<file path="src/rtl/sram_controller_if.sv">
// Pipeline-side access bus for sram_controller.
//
// Macros: none.
//
// Signals:
//   rdEn, wrEn  - read / write request from the MEM stage (memRead / memWrite)
//   address     - byte address from the ALU
//   writeData   - store data
//   readData    - load data, valid while ready=1 after a read
//   ready       - 0 = access in flight, the pipeline freezes
//
// Handshake: a request is accepted on any rising edge where the controller
// is idle and rdEn|wrEn is high. ready then stays low until the single cycle
// in which the access completes; the pipeline advances on that edge. While
// ready is low the request inputs are don't-care. This is a freeze-style
// ready: it is not a valid/ready pair in which either side may stall.
//
// Modports:
//   master - pipeline side (drives the request, sees readData/ready)
//   slave  - controller side
interface sram_controller_if;
  logic        rdEn;
  logic        wrEn;
  logic [31:0] address;
  logic [31:0] writeData;
  logic [31:0] readData;
  logic        ready;

  modport master (
    output rdEn, wrEn, address, writeData,
    input  readData, ready
  );

  modport slave (
    input  rdEn, wrEn, address, writeData,
    output readData, ready
  );
endinterface

</file>
<file path="src/rtl/sram_controller.sv">
// sram_controller
//
// Turns one 32-bit data-memory access from the MEM stage into two half-word
// phases on a 16-bit asynchronous SRAM: first the low half, then the high
// half. Each phase is held for WAIT_CYCLES+1 cycles. ready is low while the
// access is in flight.
//
// Macros: SRAM_STATS_EN - when defined, adds the readCount/writeCount outputs
//                         (saturating 16-bit counts of completed accesses).
//
// Parameters:
//   BASE_ADDR    - byte address of data-memory word 0
//   WAIT_CYCLES  - extra cycles each half-word phase is held
//   SRAM_ADDR_W  - SRAM half-word address width
//
// Ports:
//   clk, rst     - rising-edge clock, synchronous active-high reset
//   bus          - pipeline access bus (sram_controller_if.slave)
//   sramAddr     - SRAM half-word address, {word index, half}
//   sramDqOut    - write data to the SRAM
//   sramDqIn     - read data from the SRAM
//   sramDqOe     - 1 = drive sramDqOut onto the DQ pins
//   sramWeN, sramOeN, sramCeN, sramUbN, sramLbN - active-low SRAM strobes
//   dbg_state    - current FSM state (0 IDLE, 1 LOW, 2 HIGH, 3 DONE)
//   readCount, writeCount - completed reads / writes (SRAM_STATS_EN only)
module sram_controller #(
  parameter int unsigned BASE_ADDR   = 1024,
  parameter int unsigned WAIT_CYCLES = 1,
  parameter int unsigned SRAM_ADDR_W = 18
) (
  input  logic                   clk,
  input  logic                   rst,
  sram_controller_if.slave       bus,
  output logic [SRAM_ADDR_W-1:0] sramAddr,
  output logic [15:0]            sramDqOut,
  input  logic [15:0]            sramDqIn,
  output logic                   sramDqOe,
  output logic                   sramWeN,
  output logic                   sramOeN,
  output logic                   sramCeN,
  output logic                   sramUbN,
  output logic                   sramLbN,
  output logic [1:0]             dbg_state
`ifdef SRAM_STATS_EN
  ,
  output logic [15:0]            readCount,
  output logic [15:0]            writeCount
`endif
);

  localparam int CW = (WAIT_CYCLES > 0) ? $clog2(WAIT_CYCLES + 1) : 1;
  localparam logic [CW-1:0] LAST = CW'(WAIT_CYCLES);
  localparam logic [31:0]   BASE = 32'(BASE_ADDR);

  typedef enum logic [1:0] {
    IDLE = 2'd0,
    LOW  = 2'd1,
    HIGH = 2'd2,
    DONE = 2'd3
  } state_t;

  state_t                 state;
  logic [CW-1:0]          cnt;
  logic                   op_wr;
  logic [SRAM_ADDR_W-2:0] word_q;
  logic [15:0]            wdata_hi;
  logic [31:0]            read_data_q;
  logic [31:0]            byte_off;
  logic                   req;

  // Offset from the data-memory base; the word index is taken from bit 2
  // upward, so address[1:0] drops out and out-of-range addresses wrap.
  assign byte_off = bus.address - BASE;
  assign req      = bus.rdEn | bus.wrEn;

  assign bus.ready    = (state == DONE) | ((state == IDLE) & ~req);
  assign bus.readData = read_data_q;
  assign dbg_state    = state;

  always_ff @(posedge clk) begin
    if (rst) begin
      state       <= IDLE;
      cnt         <= '0;
      op_wr       <= 1'b0;
      word_q      <= '0;
      wdata_hi    <= '0;
      read_data_q <= '0;
      sramAddr    <= '0;
      sramDqOut   <= '0;
      sramDqOe    <= 1'b0;
      sramWeN     <= 1'b1;
      sramOeN     <= 1'b1;
      sramCeN     <= 1'b1;
      sramUbN     <= 1'b1;
      sramLbN     <= 1'b1;
`ifdef SRAM_STATS_EN
      readCount   <= '0;
      writeCount  <= '0;
`endif
    end else begin
      case (state)
        IDLE: begin
          if (req) begin
            // Write wins when both requests are raised together.
            op_wr     <= bus.wrEn;
            word_q    <= byte_off[SRAM_ADDR_W:2];
            wdata_hi  <= bus.writeData[31:16];
            cnt       <= '0;
            state     <= LOW;
            // Strobes are registered, so the low phase is set up here.
            sramAddr  <= {byte_off[SRAM_ADDR_W:2], 1'b0};
            sramDqOut <= bus.wrEn ? bus.writeData[15:0] : 16'h0000;
            sramDqOe  <= bus.wrEn;
            sramWeN   <= ~bus.wrEn;
            sramOeN   <= bus.wrEn;
            sramCeN   <= 1'b0;
            sramUbN   <= 1'b0;
            sramLbN   <= 1'b0;
          end
        end

        LOW: begin
          if (cnt == LAST) begin
            cnt      <= '0;
            state    <= HIGH;
            sramAddr <= {word_q, 1'b1};
            if (op_wr) begin
              sramDqOut <= wdata_hi;
            end else begin
              read_data_q[15:0] <= sramDqIn;
            end
          end else begin
            cnt <= cnt + 1'b1;
          end
        end

        HIGH: begin
          if (cnt == LAST) begin
            cnt      <= '0;
            state    <= DONE;
            sramDqOe <= 1'b0;
            sramWeN  <= 1'b1;
            sramOeN  <= 1'b1;
            sramCeN  <= 1'b1;
            sramUbN  <= 1'b1;
            sramLbN  <= 1'b1;
            if (!op_wr) begin
              read_data_q[31:16] <= sramDqIn;
            end
`ifdef SRAM_STATS_EN
            if (op_wr) begin
              if (writeCount != 16'hFFFF) writeCount <= writeCount + 16'd1;
            end else begin
              if (readCount != 16'hFFFF) readCount <= readCount + 16'd1;
            end
`endif
          end else begin
            cnt <= cnt + 1'b1;
          end
        end

        DONE: begin
          state <= IDLE;
        end

        default: begin
          state <= IDLE;
        end
      endcase
    end
  end

endmodule

</file>
<file path="src/flat_wrapper.sv">
// flat-port wrapper written by rule: the top's interface ports become plain ports
module sram_controller_flat 
#(
  parameter int unsigned BASE_ADDR   = 1024,
  parameter int unsigned WAIT_CYCLES = 1,
  parameter int unsigned SRAM_ADDR_W = 18
)
  (clk, rst, sramAddr, sramDqOut, sramDqIn, sramDqOe, sramWeN, sramOeN, sramCeN, sramUbN, sramLbN, dbg_state, bus_rdEn, bus_wrEn, bus_address, bus_writeData, bus_readData, bus_ready);
  sram_controller_if bus_i ();
  input  logic clk;
  input  logic rst;
  output logic [SRAM_ADDR_W-1:0] sramAddr;
  output logic [15:0] sramDqOut;
  input  logic [15:0] sramDqIn;
  output logic sramDqOe;
  output logic sramWeN;
  output logic sramOeN;
  output logic sramCeN;
  output logic sramUbN;
  output logic sramLbN;
  output logic [1:0] dbg_state;
  input wire logic [$bits(bus_i.rdEn)-1:0] bus_rdEn;
  input wire logic [$bits(bus_i.wrEn)-1:0] bus_wrEn;
  input wire logic [$bits(bus_i.address)-1:0] bus_address;
  input wire logic [$bits(bus_i.writeData)-1:0] bus_writeData;
  output wire logic [$bits(bus_i.readData)-1:0] bus_readData;
  output wire logic [$bits(bus_i.ready)-1:0] bus_ready;
  assign bus_i.rdEn = bus_rdEn;
  assign bus_i.wrEn = bus_wrEn;
  assign bus_i.address = bus_address;
  assign bus_i.writeData = bus_writeData;
  assign bus_readData = bus_i.readData;
  assign bus_ready = bus_i.ready;
  sram_controller #(.BASE_ADDR(BASE_ADDR), .WAIT_CYCLES(WAIT_CYCLES), .SRAM_ADDR_W(SRAM_ADDR_W)) u_core (.clk(clk), .rst(rst), .bus(bus_i), .sramAddr(sramAddr), .sramDqOut(sramDqOut), .sramDqIn(sramDqIn), .sramDqOe(sramDqOe), .sramWeN(sramWeN), .sramOeN(sramOeN), .sramCeN(sramCeN), .sramUbN(sramUbN), .sramLbN(sramLbN), .dbg_state(dbg_state));
endmodule
</file>
<file path="config.mk">
export PLATFORM = sky130hd
export DESIGN_NAME = sram_controller_flat
export DESIGN_NICKNAME = d
export VERILOG_FILES = /design/src/rtl/sram_controller_if.sv /design/src/rtl/sram_controller.sv /design/src/flat_wrapper.sv
export SDC_FILE = /design/constraint.sdc
export NUM_CORES = 1
export LEC_CHECK = 0
export BUFFER_PORTS_ARGS = -buffer_cell sky130_fd_sc_hd__buf_2
export CAP_MARGIN = 20
export CORE_ASPECT_RATIO = 1.2
export CORE_MARGIN = 2
export CORE_UTILIZATION = 53
export CTS_CLUSTER_DIAMETER = 40
export DETAILED_ROUTE_END_ITERATION = 16
export GPL_ROUTABILITY_DRIVEN = 1
export PLACE_DENSITY = 0.85
export SYNTH_ARGS = -nofsm -noshare
export SYNTH_HDL_FRONTEND = slang
export SYNTH_SLANG_ARGS = --single-unit
</file>
<file path="constraint.sdc">
create_clock -name clk -period 3.1 [get_ports clk]
set_input_delay 0.93 -clock clk [delete_from_list [all_inputs] [get_ports clk]]
set_output_delay 0.93 -clock clk [all_outputs]
set_load 0.005 [all_outputs]
</file>
==> impl_metrics.json, run 1 <==
{
  "outcome": "complete, no violations",
  "stdcell_count": 743,
  "synthTopCellsByArea": "dfxtp_1 (49%), nand2_1 (11%), a21oi_1 (7.8%), a211oi_1 (4.8%), nor2_1 (4.1%)",
  "yosysTopAreaCell": "dfxtp_1",
  "drt_iter0_drc": 181,
  "firstDrtPassIters": 4,
  "cp-end-kind": "output pin",
  "gr-total-overflow": 0,
  "p_comb_share_pct": 40.9,
  "p_leak_nw": 2.28,
  "hold_viol": 0,
  "clk_pin_slew_ps": 90,
  "cts.sinks": 107,
  "holdCritPathClass": "register to register",
  "hp-start": "u_core.word_q[2]",
  "slowest_stage": "or3b_2",
  "syn_avg_cell_area_um2": 8.34,
  "slowest_delay_ps": 540,
  "ys.flop_type": "dfxtp_1",
  "final_antenna_net_count": 0,
  "ir_drop_mv": 0.558,
  "dp_hpwl_mm": 7.33,
  "switching_power_mw": 1.77,
  "seqPwrFrac_pct": 41.1,
  "post-cts-setup-buffers": 0,
  "rr_endpoint": "u_core.sramAddr[2]",
  "h-tree-depth": 3,
  "critPathRequiredTime_ps": 2170,
  "critPathKind": "register to output pin",
  "reg2reg_depth": 7,
  "fp-row-count": 36,
  "antenna_found_initial": 2,
  "crit_arrival_ps": 1950,
  "hold_depth": 2,
  "worst_setup_path_start_kind": "register",
  "maxCapViolCount": 0,
  "io_pins": 159,
  "crit_buf_inv": 2,
  "synth.top_cell.area_share_pct": 49.1,
  "min_period_ps": 2880,
  "intPower_mw": 2.92,
  "core_mm2": 0.00806,
  "clockBufferDepth": 2,
  "cts_buffers": 9,
  "yosysSeqAreaShare_pct": 49.1,
  "num_vias": 4048,
  "drc": 0,
  "slew_viol_final": 0,
  "die_w_um": 86.8,
  "syn2layout_area_growth_pct": 21.2,
  "min_to": "u_core.word_q[2]",
  "rsz0062_at_grt": "no",
  "post-route-util_pct": 65.6,
  "chipHeight_um": 103,
  "syn_nets": 613,
  "path_delay_family": "simple AND/OR/NAND/NOR gates",
  "syn_area_mm2": 0.00436,
  "place.gp.congestion": 0.780,
  "routed_via_density": 5.45,
  "finClkSkew_ps": 5.87,
  "io_buffers": 143,
  "setup_tns_ps": 0,
  "yosys_warnings": 0,
  "async_reset_ff_share_pct": 0,
  "initial_core_util_pct": 54.1,
  "grt_pass1_wl_mm": 16.8,
  "p_per_area_mw_per_mm2": 887,
  "layout.nets": 733,
  "fp.dieArea_mm2": 0.00897,
  "switching_share_pct": 37.7,
  "cts_tree": "yes",
  "track_usage_pct": 23.3,
  "fin_hold_ws_ps": 457,
  "post-place-cells": 725,
  "r2r_start": "u_core.dbg_state[1]",
  "setup_violations": 0,
  "path_max_fanout": 10,
  "reg2reg_slack_ps": 590,
  "cts_hold_buf": 0,
  "cts.repair.resized": 0,
  "tightestPinTransition_ps": 977,
  "clockRootBuffer": "clkbuf_8",
  "clkLatencyLatePin_ps": 350,
  "yosys.cell_count.top_type": "nand2_1",
  "timing.final.crit_share_pct": 92.8,
  "p_clk_share_pct": 18.0,
  "fmax_mhz": 347,
  "ys_ff_latch": 107,
  "syn_inst": 523,
  "synth_cell_types": 41,
  "grt_max_degree": 96,
  "grt_pass1_vias": 3766,
  "wl_per_cell_um": 14.1,
  "synthTopCellsByCount": "nand2_1 (130), dfxtp_1 (107), a21oi_1 (68)",
  "routed_wl_mm": 10.5,
  "synth_edf_count": 0,
  "drive_above_1_share_pct": 27.7,
  "crit_path_cell_trace": "inv_1 > ha_1 > or3b_2 > nand2b_1 > buf_2",
  "slew_headroom_pct": 34.9
}
==> metrics by stage <==
step / setup WS (ps) / power [mW] / cell area, um2
6_report: 222 / 4.69 / 5290
5_1_grt: 141 / 5.04 / 5280
2_1_floorplan: 505 / 3.25 / 4360
4_1_cts: 213 / 4.64 / 5250
3_3_place_gp: 358 / 3.72 / 5060
3_5_place_dp: 341 / 3.81 / 5060
==> power groups by stage <==
stage	clock network, mW	logic (mW)	registers (mW)
final	0.844	1.92	1.93
after global routing	0.924	2.14	1.97
after CTS	0.861	1.85	1.93
after detailed placement	0	1.85	1.96
after global placement	0	1.79	1.93
after floorplan	0	1.30	1.95
==> cell type report <==
| cell class | instances | area (um2) |
|---|---|---|
| multi-input combinational | 367 | 2000 |
| timing repair buffer | 152 | 803 |
| inverter | 6 | 22.5 |
| clock buffer | 11 | 141 |
| tap | 95 | 119 |
| sequential | 107 | 2140 |
| antenna | 1 | 2.50 |
| fill | 675 | 2780 |
| clock inverter | 4 | 51.3 |
==> worst register-to-register path: stages, from the launching register on <==
cell and delay [ps]:
dfxtp_1 360, inv_1 120, ha_2 430, mux2i_1 260
nor2_2 670, buf_4 320, nor2_1 60, a211oi_1 210
==> worst max-delay path by stage <==
stage / cells after the start / start / slack [ps] / end
final: 5 / u_core.dbg_state[0] / 220 / bus_ready
after CTS: 5 / u_core.dbg_state[0] / 210 / bus_ready
after floorplan: 3 / bus_wrEn / 510 / bus_ready
after global routing: 5 / u_core.dbg_state[0] / 140 / bus_ready
after global placement: 4 / bus_wrEn / 360 / bus_ready
after detailed placement: 4 / bus_wrEn / 340 / bus_ready
==> kinds of logic (layout without fill, tap and decap cells) <==
logic type	after synthesis	count (layout)	share of synthesized area, %
other	0	1	0
multiplexers	14	14	3.21
AO/OA/AOI/OAI	140	140	19.7
adder cells (fa/ha/maj)	6	6	1.72
XOR/XNOR	6	6	1.21
AND/OR/NAND/NOR	201	201	19.9
buffers and inverters	49	173	5.11
flip-flops	107	107	49.1
==> sequential cells by signal (all words and copies together), names as in the netlist <==
| signal | count |
|---|---|
| u_core.dbg_state | 2 |
| u_core.sramDqOut | 16 |
| u_core.op_wr | 1 |
| u_core.sramUbN | 1 |
| u_core.sramOeN | 1 |
| u_core.wdata_hi | 16 |
| u_core.word_q | 17 |
| u_core.sramWeN | 1 |
| u_core.sramAddr | 18 |
| u_core.bus.readData | 32 |
| u_core.sramDqOe | 1 |
| u_core.cnt | 1 |
==> cells in the final DEF (no fill, tap or decap), types with 2 or more instances in the layout <==
master and instances:
ha_1 5, xor2_1 2, buf_4 8, mux2i_1 14, o221ai_1 2, a211oi_1 28, or2_2 2, clkbuf_8 10
nand3_1 4, nand2b_1 3, nand2_1 130, o21ai_0 14, a21oi_1 68, nor3b_4 2, nor2_1 47, dfxtp_1 107
xnor2_1 4, inv_1 5, a22oi_1 17, buf_2 143, nor2b_1 3, nand4_1 3
==> per-layer routing <==
| metal | track usage (%) | up-vias | part of all wire [%] |
|---|---|---|---|
| li1 | - | 2014 | - |
| met1 | 28.4 | 1875 | 43 |
| met2 | 39.0 | 141 | 49 |
| met3 | 5.87 | 16 | 6.6 |
| met4 | 9.98 | 2 | 1.5 |
| met5 | 0 | - | 0.067 |
(Power assumes the default switching activity.)
==> inputs of run 2 (changes only) <==
--- a/config.mk
+++ b/config.mk
@@ -10,10 +10,11 @@
 export CORE_ASPECT_RATIO = 1.2
 export CORE_MARGIN = 2
 export CORE_UTILIZATION = 53
-export CTS_CLUSTER_DIAMETER = 40
+export CTS_CLUSTER_DIAMETER = 30
 export DETAILED_ROUTE_END_ITERATION = 16
 export GPL_ROUTABILITY_DRIVEN = 1
 export PLACE_DENSITY = 0.85
+export SETUP_SLACK_MARGIN = 0.5
 export SYNTH_ARGS = -nofsm -noshare
 export SYNTH_HDL_FRONTEND = slang
 export SYNTH_SLANG_ARGS = --single-unit
==> run 2 against run 1 <==
Compared with the run above:
- largest power group is now combinational cells
- via count is the same
- hold slack is essentially flat
- clock power is essentially flat
- critical endpoint unchanged
==> impl_metrics.json, run 2 (same netlist as run 1, synthesis figures left out) <==
{
  "crit_buf_inv": 2,
  "cts.sinks": 107,
  "clk_pin_slew_ps": 90,
  "fin_ws_ps": 530,
  "tightestPinTransition_ps": 967,
  "reg2reg_depth": 7,
  "intPower_mw": 2.95,
  "timing.final.crit_share_pct": 82.9,
  "chipHeight_um": 103,
  "switching_share_pct": 37.6,
  "firstDrtPassIters": 4,
  "fmax_mhz": 389,
  "drc": 0,
  "clockRootBuffer": "clkbuf_8",
  "min_period_ps": 2570,
  "num_vias": 4048,
  "fillers": 670,
  "routed_via_density": 5.44,
  "r2r_start": "u_core.dbg_state[1]",
  "final_cell_mix": "buf_2 (141), nand2_1 (130), dfxtp_1 (106)",
  "core_mm2": 0.00806,
  "antenna_found_initial": 2,
  "final_antenna_net_count": 0,
  "clkLatencyLatePin_ps": 350,
  "maxCapViolCount": 0,
  "setup_tns_ps": 0,
  "rsz0062_at_grt": "no",
  "multi_input_area_mm2": 0.00202,
  "fp.dieArea_mm2": 0.00897,
  "io_pins": 159,
  "cts_buffers": 9,
  "drt_iter0_drc": 146,
  "wl_per_cell_um": 14.2,
  "seqPwrFrac_pct": 40.8,
  "reg2reg_slack_ps": 850,
  "largest_reg_flops": 32,
  "outcome": "complete, no violations",
  "hp-start": "u_core.word_q[2]",
  "rr_endpoint": "u_core.sramAddr[5]",
  "initial_core_util_pct": 54.1,
  "path_delay_family": "simple AND/OR/NAND/NOR gates",
  "worst_setup_path_start_kind": "primary input",
  "p_clk_share_pct": 17.8,
  "hold_depth": 2,
  "hold_viol": 0,
  "place_ws_ps": 341,
  "grt_pass1_wl_mm": 16.9,
  "gr-total-overflow": 0,
  "cp-end-kind": "output pin",
  "grt_max_degree": 96,
  "holdCritPathClass": "register to register",
  "critPathRequiredTime_ps": 2170,
  "clockBufferDepth": 2,
  "p_leak_nw": 2.29,
  "h-tree-depth": 3,
  "dp_hpwl_mm": 7.33,
  "syn2layout_area_growth_pct": 22.1,
  "min_to": "u_core.word_q[2]",
  "die_w_um": 86.8,
  "layout_commonest_cell": "buf_2",
  "slowest_stage": "or3b_4",
  "slew_headroom_pct": 35.5,
  "fp-row-count": 36,
  "place.gp.congestion": 0.780,
  "finClkSkew_ps": 5.07,
  "grt_pass1_vias": 3779,
  "slew_viol_final": 0,
  "p_comb_share_pct": 41.4,
  "routed_wl_mm": 10.6,
  "track_usage_pct": 23.4,
  "ir_drop_mv": 0.572,
  "seq_area_mm2": 0.00214,
  "setup_violations": 0,
  "layout.nets": 734,
  "path_max_fanout": 6,
  "cts_hold_buf": 0,
  "slowest_delay_ps": 390,
  "cts_tree": "yes",
  "critPathKind": "primary input to output pin",
  "switching_power_mw": 1.78,
  "crit_arrival_ps": 1640,
  "io_buffers": 143,
  "drive_above_1_share_pct": 28.4,
  "crit_path_cell_trace": "buf_4 > or3b_4 > nand2b_1 > buf_2",
  "p_per_area_mw_per_mm2": 889
}
==> run 2: power groups by stage <==
stage	Sequential [mW]	Combinational [mW]	Clock (mW)
global route	1.97	2.19	0.924
CTS	1.93	1.89	0.861
floorplan	1.95	1.30	0
global placement	1.93	1.79	0
detailed placement	1.96	1.85	0
finish	1.93	1.96	0.842
==> run 2: cell type report <==
| class | instances | share of cell area [%] |
|---|---|---|
| tap | 95 | 2.23 |
| multi-input combinational | 367 | 38.0 |
| inverter | 6 | 0.423 |
| sequential | 107 | 40.3 |
| antenna | 1 | 0.0470 |
| clock inverter | 4 | 0.964 |
| timing repair buffer | 153 | 15.4 |
| clock buffer | 11 | 2.66 |
==> run 2: worst max path at each step <==
stage,cells after the start,end,slack (ps),from
3_3_place_gp,4,bus_ready,360,bus_wrEn
3_5_place_dp,4,bus_ready,340,bus_wrEn
6_report,4,bus_ready,530,bus_rdEn
5_1_grt,5,bus_ready,500,u_core.dbg_state[0]
2_1_floorplan,3,bus_ready,510,bus_wrEn
4_1_cts,4,bus_ready,500,bus_wrEn
==> run 2: tightest hold or removal path, stage by stage, from the launching register on <==
cell	delay (ps)
dfxtp_1	320
nand2_1	50
a21oi_1	50
==> run 2: repair_timing <==
action	4_1_cts	5_1_grt
resized for setup	5	6
buffers inserted	1	0
setup endpoints to repair	1	10
pin swaps	1	2
gates cloned	0	0
==> run 2: layer usage <==
metal  share of wire [%]  GRT usage (%)  up-vias  routed length [um]
met3                 6.4           6.03       20                 679
met4                 1.8           10.2        2                 194
met5               0.066              0        -                   7
li1                    -              -     2016                   -
met1                  42           28.6     1868                4470
met2                  49           39.1      142                5220
==> run 2: metrics by stage <==
stage / area (um2) / hold WS, ps / std cells / total power [mW] / utilization (%)
4_1_cts: 5270 / 460 / 741 / 4.67 / 65.4
3_5_place_dp: 5060 / 446 / 725 / 3.81 / 62.7
3_3_place_gp: 5060 / 438 / 725 / 3.72 / 62.7
2_1_floorplan: 4360 / 431 / 523 / 3.25 / -
5_1_grt: 5320 / 477 / 743 / 5.09 / 66.0
6_report: 5320 / 458 / 744 / 4.73 / 66.0
